`src/rtl/fpro_bus_pkg.sv`:
```
// Shared FPro bus widths, the queued command record and the master FSM states.
package fpro_bus_pkg;

    localparam int FPRO_AW = 21;
    localparam int FPRO_DW = 32;
    localparam int SLOT_W  = 6;
    localparam int REG_W   = 5;

    typedef struct packed {
        logic               wr;
        logic [FPRO_AW-1:0] addr;
        logic [FPRO_DW-1:0] wr_data;
    } cmd_t;

    typedef enum logic [1:0] {
        IDLE   = 2'd0,
        STROBE = 2'd1,
        WAIT   = 2'd2,
        RESP   = 2'd3
    } state_t;

endpackage

```
`src/rtl/mmio_cmd_fifo.sv`:
```
// Synchronous command FIFO, depth 2**AW; pointers carry an extra wrap bit for full/empty.
module mmio_cmd_fifo
    import fpro_bus_pkg::*;
#(
    parameter int AW = 2
) (
    input  logic clk,
    input  logic reset,
    input  logic push,
    input  cmd_t din,
    input  logic pop,
    output cmd_t dout,
    output logic full,
    output logic empty
);

    localparam int DEPTH = 1 << AW;

    logic [AW:0] wp_q;
    logic [AW:0] rp_q;
    cmd_t        mem_q [DEPTH];
    logic        push_ok;
    logic        pop_ok;

    assign empty   = (wp_q == rp_q);
    assign full    = (wp_q[AW] != rp_q[AW]) && (wp_q[AW-1:0] == rp_q[AW-1:0]);
    assign push_ok = push && !full;
    assign pop_ok  = pop && !empty;
    assign dout    = mem_q[rp_q[AW-1:0]];

    always_ff @(posedge clk or posedge reset) begin
        if (reset) begin
            wp_q <= '0;
            rp_q <= '0;
        end else begin
            if (push_ok) wp_q <= wp_q + {{AW{1'b0}}, 1'b1};
            if (pop_ok)  rp_q <= rp_q + {{AW{1'b0}}, 1'b1};
        end
    end

    always_ff @(posedge clk) begin
        if (push_ok) mem_q[wp_q[AW-1:0]] <= din;
    end

endmodule

```
`src/rtl/fpro_mmio_master.sv`:
```
// FPro MMIO initiator: one bus transaction and one response per queued command.
//   state  | meaning
//   IDLE   | bus idle, waiting for a queued command
//   STROBE | cs plus a one-cycle wr/rd strobe on the bus
//   WAIT   | cs/addr held for RD_LAT extra cycles before read data is sampled
//   RESP   | response presented until rsp_ready; may launch the next command
module fpro_mmio_master
    import fpro_bus_pkg::*;
#(
    parameter int FIFO_AW = 2,
    parameter int RD_LAT  = 0
) (
    input  logic               clk,
    input  logic               reset,
    input  logic               cmd_valid,
    output logic               cmd_ready,
    input  logic               cmd_wr,
    input  logic [FPRO_AW-1:0] cmd_addr,
    input  logic [FPRO_DW-1:0] cmd_wr_data,
    output logic               rsp_valid,
    input  logic               rsp_ready,
    output logic               rsp_wr,
    output logic [FPRO_DW-1:0] rsp_rd_data,
    output logic               busy,
    output logic               mmio_cs,
    output logic               mmio_wr,
    output logic               mmio_rd,
    output logic [FPRO_AW-1:0] mmio_addr,
    output logic [FPRO_DW-1:0] mmio_wr_data,
    input  logic [FPRO_DW-1:0] mmio_rd_data
);

    localparam logic [2:0] LAT = 3'(RD_LAT);

    state_t             state_q, state_d;
    logic [2:0]         cnt_q, cnt_d;
    logic               cs_q, cs_d;
    logic               wr_q, wr_d;
    logic               rd_q, rd_d;
    logic [FPRO_AW-1:0] addr_q, addr_d;
    logic [FPRO_DW-1:0] wdata_q, wdata_d;
    logic               rv_q, rv_d;
    logic               rwr_q, rwr_d;
    logic [FPRO_DW-1:0] rdat_q, rdat_d;

    cmd_t fifo_din;
    cmd_t fifo_head;
    logic fifo_full;
    logic fifo_empty;
    logic fifo_pop;

    assign fifo_din = {cmd_wr, cmd_addr, cmd_wr_data};

    mmio_cmd_fifo #(.AW(FIFO_AW)) u_fifo (
        .clk   (clk),
        .reset (reset),
        .push  (cmd_valid),
        .din   (fifo_din),
        .pop   (fifo_pop),
        .dout  (fifo_head),
        .full  (fifo_full),
        .empty (fifo_empty)
    );

    // A response handshake frees the FSM in the same edge that launches the next command.
    assign fifo_pop = !fifo_empty && ((state_q == IDLE) || ((state_q == RESP) && rsp_ready));

    always_comb begin
        state_d = state_q;
        cnt_d   = cnt_q;
        cs_d    = cs_q;
        wr_d    = 1'b0;
        rd_d    = 1'b0;
        addr_d  = addr_q;
        wdata_d = wdata_q;
        rv_d    = rv_q;
        rwr_d   = rwr_q;
        rdat_d  = rdat_q;
        case (state_q)
            IDLE: ;
            STROBE: begin
                if (wr_q || (LAT == 3'd0)) begin
                    cs_d    = 1'b0;
                    rv_d    = 1'b1;
                    rdat_d  = wr_q ? '0 : mmio_rd_data;
                    state_d = RESP;
                end else begin
                    cnt_d   = LAT;
                    state_d = WAIT;
                end
            end
            WAIT: begin
                if (cnt_q == 3'd1) begin
                    cs_d    = 1'b0;
                    rv_d    = 1'b1;
                    rdat_d  = mmio_rd_data;
                    state_d = RESP;
                end else begin
                    cnt_d = cnt_q - 3'd1;
                end
            end
            RESP: begin
                if (rsp_ready) begin
                    rv_d    = 1'b0;
                    state_d = IDLE;
                end
            end
            default: state_d = IDLE;
        endcase
        if (fifo_pop) begin
            state_d = STROBE;
            cs_d    = 1'b1;
            wr_d    = fifo_head.wr;
            rd_d    = !fifo_head.wr;
            addr_d  = fifo_head.addr;
            wdata_d = fifo_head.wr_data;
            rwr_d   = fifo_head.wr;
        end
    end

    always_ff @(posedge clk or posedge reset) begin
        if (reset) begin
            state_q <= IDLE;
            cnt_q   <= '0;
            cs_q    <= 1'b0;
            wr_q    <= 1'b0;
            rd_q    <= 1'b0;
            addr_q  <= '0;
            wdata_q <= '0;
            rv_q    <= 1'b0;
            rwr_q   <= 1'b0;
            rdat_q  <= '0;
        end else begin
            state_q <= state_d;
            cnt_q   <= cnt_d;
            cs_q    <= cs_d;
            wr_q    <= wr_d;
            rd_q    <= rd_d;
            addr_q  <= addr_d;
            wdata_q <= wdata_d;
            rv_q    <= rv_d;
            rwr_q   <= rwr_d;
            rdat_q  <= rdat_d;
        end
    end

    assign cmd_ready    = !fifo_full;
    assign busy         = !fifo_empty || (state_q != IDLE);
    assign mmio_cs      = cs_q;
    assign mmio_wr      = wr_q;
    assign mmio_rd      = rd_q;
    assign mmio_addr    = addr_q;
    assign mmio_wr_data = wdata_q;
    assign rsp_valid    = rv_q;
    assign rsp_wr       = rwr_q;
    assign rsp_rd_data  = rdat_q;

endmodule

```
`config.mk`:
```
export PLATFORM = sky130hd
export DESIGN_NAME = fpro_mmio_master
export DESIGN_NICKNAME = d
export VERILOG_FILES = /design/src/rtl/fpro_bus_pkg.sv /design/src/rtl/mmio_cmd_fifo.sv /design/src/rtl/fpro_mmio_master.sv
export SDC_FILE = /design/constraint.sdc
export NUM_CORES = 1
export LEC_CHECK = 0
export CAP_MARGIN = 10
export CORE_MARGIN = 10
export CORE_UTILIZATION = 46
export DETAILED_ROUTE_END_ITERATION = 10
export PLACE_DENSITY = 0.72
export SYNTH_ARGS = -nofsm -noshare
export SYNTH_HDL_FRONTEND = slang
export SYNTH_SLANG_ARGS = --single-unit
```
`constraint.sdc`:
```
create_clock -name clk -period 3.5 [get_ports clk]
set_clock_uncertainty 0.1 [all_clocks]
set_input_delay 0.875 -clock clk [delete_from_list [all_inputs] [get_ports clk]]
set_output_delay 0.875 -clock clk [all_outputs]
set_load 0.02 [all_outputs]
```
After elaboration in Yosys (flattened, before gate mapping)
Memory sizes are Yosys's and may differ from the RTL's. Index checks and enable logic that the tools add are counted.

Bits in registers: 101. Bits in writable memories: 216. Output and inout bits: 92. Word-level logic and storage cells: 66. Memories kept: 1.

$add $sub $neg: 3. Eq/ne operators: 11. Multiplexer cells: 17. Bitwise gates (word level): 1. Reduce and logical (&&, ||, !) cells: 21.

Memory list: u_fifo.mem_q (depth 4, bits a word 54, rd ports 1, clocked after memory_dff 0, wr ports 1, line mmio_cmd_fifo.sv:21) `cmd_t mem_q [DEPTH];`.

Operator list (number): $mux W32 (2); $pmux W32 S2 (1); $mux W1 (8); $add A3 B1 Y3 const B (2); $mux W2 (3); $ne A3 B2 Y1 const B (2); $pmux W2 S3 (1); $reduce_and A2 Y1 (3); $reduce_and A3 Y1 (2); $reduce_bool A3 Y1 (2); $logic_and A1 B1 Y1 (5); $eq A2 B2 Y1 const B (2); $ne A2 B2 Y1 const B (2); $reduce_bool A2 Y1 (2); $reduce_bool A4 Y1 (1); $eq A3 B1 Y1 const B (1); $eq A3 B3 Y1 (1); $logic_not A1 Y1 (3); $pmux W1 S3 (1); $sub A3 B1 Y3 const B (1); $eq A2 B1 Y1 const B (1); $eq A2 B2 Y1 (1); $logic_not A2 Y1 (1); $logic_or A1 B1 Y1 (2); other kinds (3) (3).

Logic depth before layout (Yosys ltp)
Gate-level depths: netlist of the first run.

Depth after elaboration: 6. Gate-level depth with buffers: 7. Mapped depth without buffers: 5.

By module
A second synthesis of the first run with hierarchy kept.

Cells, all modules: 634. Area, all modules: 12264.3 um^2.

By module, submodules not included: mmio_cmd_fifo (times used 1, cells each 332, area an instance 8257.9 um^2, sequential area each 6636.4 um^2); fpro_mmio_master (times used 1, cells each 302, area an instance 4006.3 um^2, sequential area each 2377.3 um^2).

Worst setup path after synthesis of the first run
Ideal clock, no wire load.

Path type: input-to-reg. From: input cmd_valid. To: memory u_fifo.mem_q[0][0] (netlist bit) (enable). Arrival time: 2.389 ns. Data required time: 2.983 ns. Path slack: 0.594 ns. Stages on the path: 2. Path through: o31a_1 -> and2_1.

Longest elaborated chain between the ends: 3.

Ends and longest elaborated chain: start: declaration (line fpro_mmio_master.sv:15) `input logic cmd_valid,`; $logic_and A1 B1 Y1 (line mmio_cmd_fifo.sv:27) `assign push_ok = push && !full;`; $mux W1 (line mmio_cmd_fifo.sv:42) `if (push_ok) mem_q[wp_q[AW-1:0]] <= din;`; $mux W1 (not written as such) (line mmio_cmd_fifo.sv:42); end: declaration (line mmio_cmd_fifo.sv:21).

No other way between the ends.

Worst setup path after layout of the first run
From: register u_fifo.rp_q[0]. To: output busy.

Longest elaborated chain between the ends: 3.

Ends and longest elaborated chain: start: declaration (line mmio_cmd_fifo.sv:20) `logic [AW:0] rp_q;`; start signal: assignment (line mmio_cmd_fifo.sv:37) `if (pop_ok) rp_q <= rp_q + {{AW{1'b0}}, 1'b1};`; $eq A3 B3 Y1 (line mmio_cmd_fifo.sv:25) `assign empty = (wp_q == rp_q);`; $logic_not A1 Y1 (line fpro_mmio_master.sv:148) `assign busy = !fifo_empty || (state_q != IDLE);`; $logic_or A1 B1 Y1 (line fpro_mmio_master.sv:148); end: declaration (line fpro_mmio_master.sv:24) `output logic busy,`.

No other way between the ends.

==> out/qor.txt, run 1 <==
First-pass DRT Iterations - 4
Vias in the first global route - 6890
GPL Wtd Cong - 0.840
Syn Std Cell Area - 12300 sq um
Critical Path AT - 2340 ps
Outcome - finished clean
Routed via count - 6047
Clk sinks - 317
Crit-path leading delay family - flip-flops
Die Span X - 184 um
H-tree Lvls - 1
Worst-path clk slew - 60 ps
Die area - 33800 sq um
Vias/cell - 5.15
Placeable Area - 26200 sq um
Max-slew headroom - 24.5%
Hold Vio Cnt, Final - 0
Area after DPL - 14600 sq um
Kind of critical path - flip-flop to primary output
Critical R2R Capture - mmio_wr_data[6]
Max-cap violation count - 0
Synthesized area per cell - 20.2 sq um
Tightest Pin Transition - 1130 ps
Fin crit share - 94.8%
Slack of the critical path - 183 ps
Cts hold-fix bufs - 0
WP depth - 4
Syn nets - 714
Post-DP HPWL - 17000 um
Nets - 915
Crit path from - u_fifo.rp_q[0]
Detailed Route Iter0 Violations - 310
Num rows - 59
Average routed wire per standard cell - 21.5 um
CP max stage cell - dfrtp_4
ANT nets after route - 0
Register area share after synthesis - 73.0%
Crit path required time - 2520 ps
Register area - 9020 sq um
Maximum clock path buffer count - 3
Max VDD drop - 0.483 mV
Final Max Tran Viols - 0
Worst-skew pair later-pin latency - 550 ps
Flop2flop setup slack - 1020 ps
CP endpoint - busy
Number of CTS-inserted buffers - 30
RSZ-0062 raised after global routing - no
Setup TNS - 0 ps
Critical R2R Launch - u_fifo.rp_q[0]
Largest net degree at the start of global routing - 57
Number of antenna violations at the first check in global routing - 2
Multi-input logic area - 2980 sq um
Worst-path maximum fanout - 17
CP Launch Type - flip-flop
Post-synthesis cell type count - 31
R2R depth - 3
Top cell type's share of synthesized area - 52.5%
All-Layer GR Usage - 14.9%
First-pass GRT wire length - 39600 um
F_max - 302 MHz
IO Pins - 182
Initial Util - 47.1%
Ys Warns - 0
TritonCTS clock tree - yes
Final-layout fill cell count - 1902
Pleak - 5.92 nW
Port Buffer Count - 181
Die Height - 184 um
Synth area leader - edfxtp_1
DRT Wirelength - 25300 um
#FFs+latches synth - 317
Share of cells above drive strength 1 - 21.1%
PwrDens - 952 nW/um^2
Clock root cell - clkbuf_16
Mapped Cells - 612
Setup Slack @ Placement - 590 ps
Worst hold path class - flip-flop to flip-flop
Hold slack - 387 ps
CP Capture Type - primary output
Worst Path Buf+Inv - 1
Design Area, Final - 15500 sq um
Period minus WS final - 3320 ps
Grt total ovfl - 0
Synth area leaders - edfxtp_1, dfrtp_1, mux4_2
Cells along the critical path - xor2_2 > nor2_1 > nand3_1 > clkdlybuf4s50_1
Syn-to-layout area delta - 25.8%
DRC Markers - 0
CP peak stage delay - 640 ps
Final setup viols - 0
final cells by class:
type	count	share of cell area, %
diodes	2	0.0322
clock buffers	42	5.32
clock inverters	14	0.508
inverters	42	1.04
multi-input cells	227	19.2
flip-flops and latches	317	58.1
well taps	335	2.70
repair buffers	195	13.1
flip-flops by register name (all words and copies together), names as in the netlist, 2 cells and up:
signal / cells
cnt_q: 3
u_fifo.rp_q: 3
u_fifo.wp_q: 3
state_q: 2
u_fifo.mem_q: 216
mmio_wr_data: 32
mmio_addr: 21
rsp_rd_data: 32
through the flow:
stage	utilization, %	total power [mW]	cells
2_1_floorplan	-	9.88	612
3_3_place_gp	55.8	11.8	1116
3_5_place_dp	55.8	12.0	1116
4_1_cts	59.2	15.0	1172
5_1_grt	59.2	15.6	1172
6_report	59.3	14.8	1174
synthesized netlist by cell type, drive strengths merged:
library cell  number
a211o              1
a211oi             3
a21o               4
a32o               1
and2               4
buf               17
clkbuf             9
dfrtp            101
edfxtp           216
ha                12
inv               42
mux2              56
mux2i             34
mux4              54
nand2             35
nand2b             2
nand3              1
nor2               1
nor2b              2
nor3               1
o211ai             1
o21ai              2
o311a              1
o311ai             1
o31a               2
xnor2              4
xor2               5
timing repair:
item,4_1_cts,5_1_grt
hold endpoints to repair,0,0
setup endpoints to repair,0,2
gates resized for setup,0,1
buffers inserted,0,0
worst min-delay path by stage:
stage | from | endpoint | slack (ps) | cells past startpoint
3_5_place_dp | mmio_cs | mmio_cs | 380 | 1
4_1_cts | mmio_cs | mmio_cs | 400 | 1
3_3_place_gp | mmio_cs | mmio_cs | 380 | 1
6_report | mmio_cs | mmio_cs | 390 | 1
2_1_floorplan | cnt_q[0] | cnt_q[0] | 370 | 1
5_1_grt | mmio_cs | mmio_cs | 430 | 1
metal layers:
metal / vias up / GRT usage [%] / wire, um
met1: 3085 / 19.1 / 10600
met5: - / 0 / 0
met4: 0 / 3.21 / 406
met3: 35 / 4.51 / 2140
met2: 208 / 24.7 / 12100
li1: 2719 / - / -
report_power, final:
| group | internal, mW | switching [mW] |
|---|---|---|
| sequential | 5.27 | 0.591 |
| combinational | 3.17 | 2.82 |
| clock | 1.64 | 1.29 |
logic make-up (layout without fill, tap and decap cells):
logic type      count (synthesis)  in the layout  share of synthesized area [%]
mux                           144            144                           19.4
simple gates                   46             46                           1.58
fa+ha+maj                      12             12                           1.22
flops                         317            317                           73.0
buf+inv                        68            293                           3.16
compound gates                 16             16                           1.01
other cells                     0              2                              0
xor+xnor                        9              9                          0.639
placed cells by master (no fill, tap or decap), types with 9 or more instances in the layout:
| master | count |
|---|---|
| nand2_1 | 35 |
| dfrtp_1 | 99 |
| clkbuf_16 | 30 |
| inv_1 | 41 |
| edfxtp_1 | 216 |
| clkdlybuf4s50_1 | 181 |
| mux4_2 | 54 |
| mux2_4 | 54 |
| mux2i_1 | 33 |
| buf_12 | 10 |
| ha_1 | 12 |
| clkbuf_1 | 9 |
Power figures use the tool's default switching activity.
==> run 2: changes to the inputs <==
PLACE_DENSITY = not set   (was 0.72)
PLACE_DENSITY_LB_ADDON = 0.3   (was not set)
==> out/qor.txt, run 2 (synthesis gave the netlist of run 1 again) <==
Routed via count - 6022 (was 6047)
H-tree Lvls - 1 (unchanged)
ANT nets after route - 0 (unchanged)
Number of CTS-inserted buffers - 31 (was 30)
Most frequent cells in the layout - edfxtp_1, clkdlybuf4s50_1, dfrtp_1 (unchanged)
Share of cells above drive strength 1 - 21.9% (was 21.1%)
Max VDD drop - 0.518 mV (was 0.483 mV)
Pleak - 6.02 nW (was 5.92 nW)
Critical Path AT - 2300 ps (was 2340 ps)
CP Capture Type - primary output (unchanged)
Syn-to-layout area delta - 27.2% (was 25.8%)
Largest net degree at the start of global routing - 57 (unchanged)
Hold slack - 393 ps (was 387 ps)
Slack of the critical path - 227 ps (was 183 ps)
Maximum clock path buffer count - 3 (unchanged)
Clock root cell - clkbuf_16 (unchanged)
Outcome - finished clean (unchanged)
PwrDens - 978 nW/um^2 (was 952 nW/um^2)
Average routed wire per standard cell - 21.5 um (about the same)
Nets - 916 (was 915)
GPL Wtd Cong - 0.805 (was 0.840)
Period minus WS final - 3270 ps (was 3320 ps)
DRT Wirelength - 25300 um (about the same)
Die Height - 184 um (unchanged)
Max-slew headroom - 23.6% (was 24.5%)
Worst-path maximum fanout - 14 (was 17)
First-pass DRT Iterations - 7 (was 4)
Die Span X - 184 um (unchanged)
Num rows - 59 (unchanged)
Vias/cell - 5.13 (was 5.15)
RSZ-0062 raised after global routing - no (unchanged)
Fin crit share - 93.5% (was 94.8%)
R2R depth - 3 (unchanged)
Die area - 33800 sq um (unchanged)
Crit path required time - 2520 ps (about the same)
Hold Vio Cnt, Final - 0 (unchanged)
Detailed Route Iter0 Violations - 370 (was 310)
Post-DP HPWL - 16100 um (was 17000 um)
Kind of critical path - flip-flop to primary output (unchanged)
Critical R2R Capture - rsp_wr (was mmio_wr_data[6])
Final Max Tran Viols - 0 (unchanged)
Max-cap violation count - 0 (unchanged)
Port Buffer Count - 181 (unchanged)
Setup Slack @ Placement - 688 ps (was 590 ps)
Worst-skew pair later-pin latency - 570 ps (was 550 ps)
Flop2flop setup slack - 940 ps (was 1020 ps)
Placeable Area - 26200 sq um (unchanged)
Setup TNS - 0 ps (unchanged)
All-Layer GR Usage - 14.8% (was 14.9%)
HP Start - mmio_cs (unchanged)
DRC Markers - 0 (unchanged)
Clk sinks - 317 (unchanged)
Number of antenna violations at the first check in global routing - 1 (was 2)
Most common cell after layout, fill and taps aside - edfxtp_1 (unchanged)
Worst-case hold path end point - mmio_cs (unchanged)
Worst hold path cell count - 1 (unchanged)
Critical R2R Launch - u_fifo.rp_q[0] (unchanged)
Tightest Pin Transition - 1150 ps (was 1130 ps)
Antenna Cells - 0 (was 2)
Worst-path clk slew - 60 ps (about the same)
F_max - 306 MHz (was 302 MHz)
TritonCTS clock tree - yes (unchanged)
Grt total ovfl - 0 (unchanged)
Initial Util - 47.1% (unchanged)
CP Launch Type - flip-flop (unchanged)
Vias in the first global route - 6712 (was 6890)
Post-CTS setup buffers - 0 (unchanged)
IO Pins - 182 (unchanged)
Final setup viols - 0 (unchanged)
First-pass GRT wire length - 39400 um (was 39600 um)
Largest register FFs - 216 (unchanged)
Worst hold path class - flip-flop to flip-flop (unchanged)
==> run 2: cell count changes in the layout (fill, tap and decap cells not counted), moves of 2 or more <==
cell,before,now
buf_4,4,8
clkinv_2,8,5
clkbuf_1,9,6
diode_2,2,0
buf_12,10,6
bufinv_16,0,7
clkinv_1,4,2
clkinv_4,0,2
==> run 2: worst max path at each step <==
| stage | startpoint | end | slack [ps] | depth (start not counted) |
|---|---|---|---|---|
| 4_1_cts | u_fifo.rp_q[0] | busy | 80 | 4 |
| 2_1_floorplan | cmd_valid | u_fifo.mem_q[0][0] | 590 | 2 |
| 3_5_place_dp | u_fifo.rp_q[0] | busy | 690 | 4 |
| 3_3_place_gp | u_fifo.rp_q[0] | busy | 700 | 4 |
| 6_report | u_fifo.rp_q[0] | busy | 230 | 4 |
| 5_1_grt | u_fifo.rp_q[0] | busy | 110 | 4 |
==> run 2: critical path, cell delays in order (launching register included) <==
cell and delay (ps):
dfrtp_4 610, xor2_2 280, nor2_1 110, nand3_1 120, clkdlybuf4s50_1 610
==> run 2: power breakdown <==
part | internal, mW | switching [mW] | total (mW)
Clock | 2.22 | 1.38 | 3.60
Combinational | 3.11 | 2.81 | 5.92
Sequential | 5.28 | 0.562 | 5.84
==> run 2: repair_timing <==
item,CTS,global route
hold buffers,0,0
endpoints found under the setup margin,0,1
resized for setup,0,1
==> run 2: through the flow <==
| stage | cells | util [%] | instance area, sq um | power, mW |
|---|---|---|---|---|
| floorplan | 612 | - | 12300 | 9.88 |
| global placement | 1116 | 55.6 | 14600 | 11.7 |
| detailed placement | 1116 | 55.6 | 14600 | 11.9 |
| CTS | 1174 | 59.9 | 15700 | 15.6 |
| global route | 1174 | 59.9 | 15700 | 16.1 |
| finish | 1174 | 59.9 | 15700 | 15.4 |
==> run 2: layout make-up <==
type / count / area (sq um)
sequential: 317 / 9020
multi-input combinational: 227 / 2980
fill: 1896 / 10500
clock buffer: 40 / 840
inverter: 42 / 161
clock inverter: 18 / 289
tap: 335 / 419
timing repair buffer: 195 / 1990
==> run 2: metal layers <==
layer	track usage (%)	vias up	wire [um]
met5	0	-	12
met3	3.99	31	1860
li1	-	2727	-
met1	19.7	3066	11200
met4	3.18	2	469
met2	23.8	196	11700
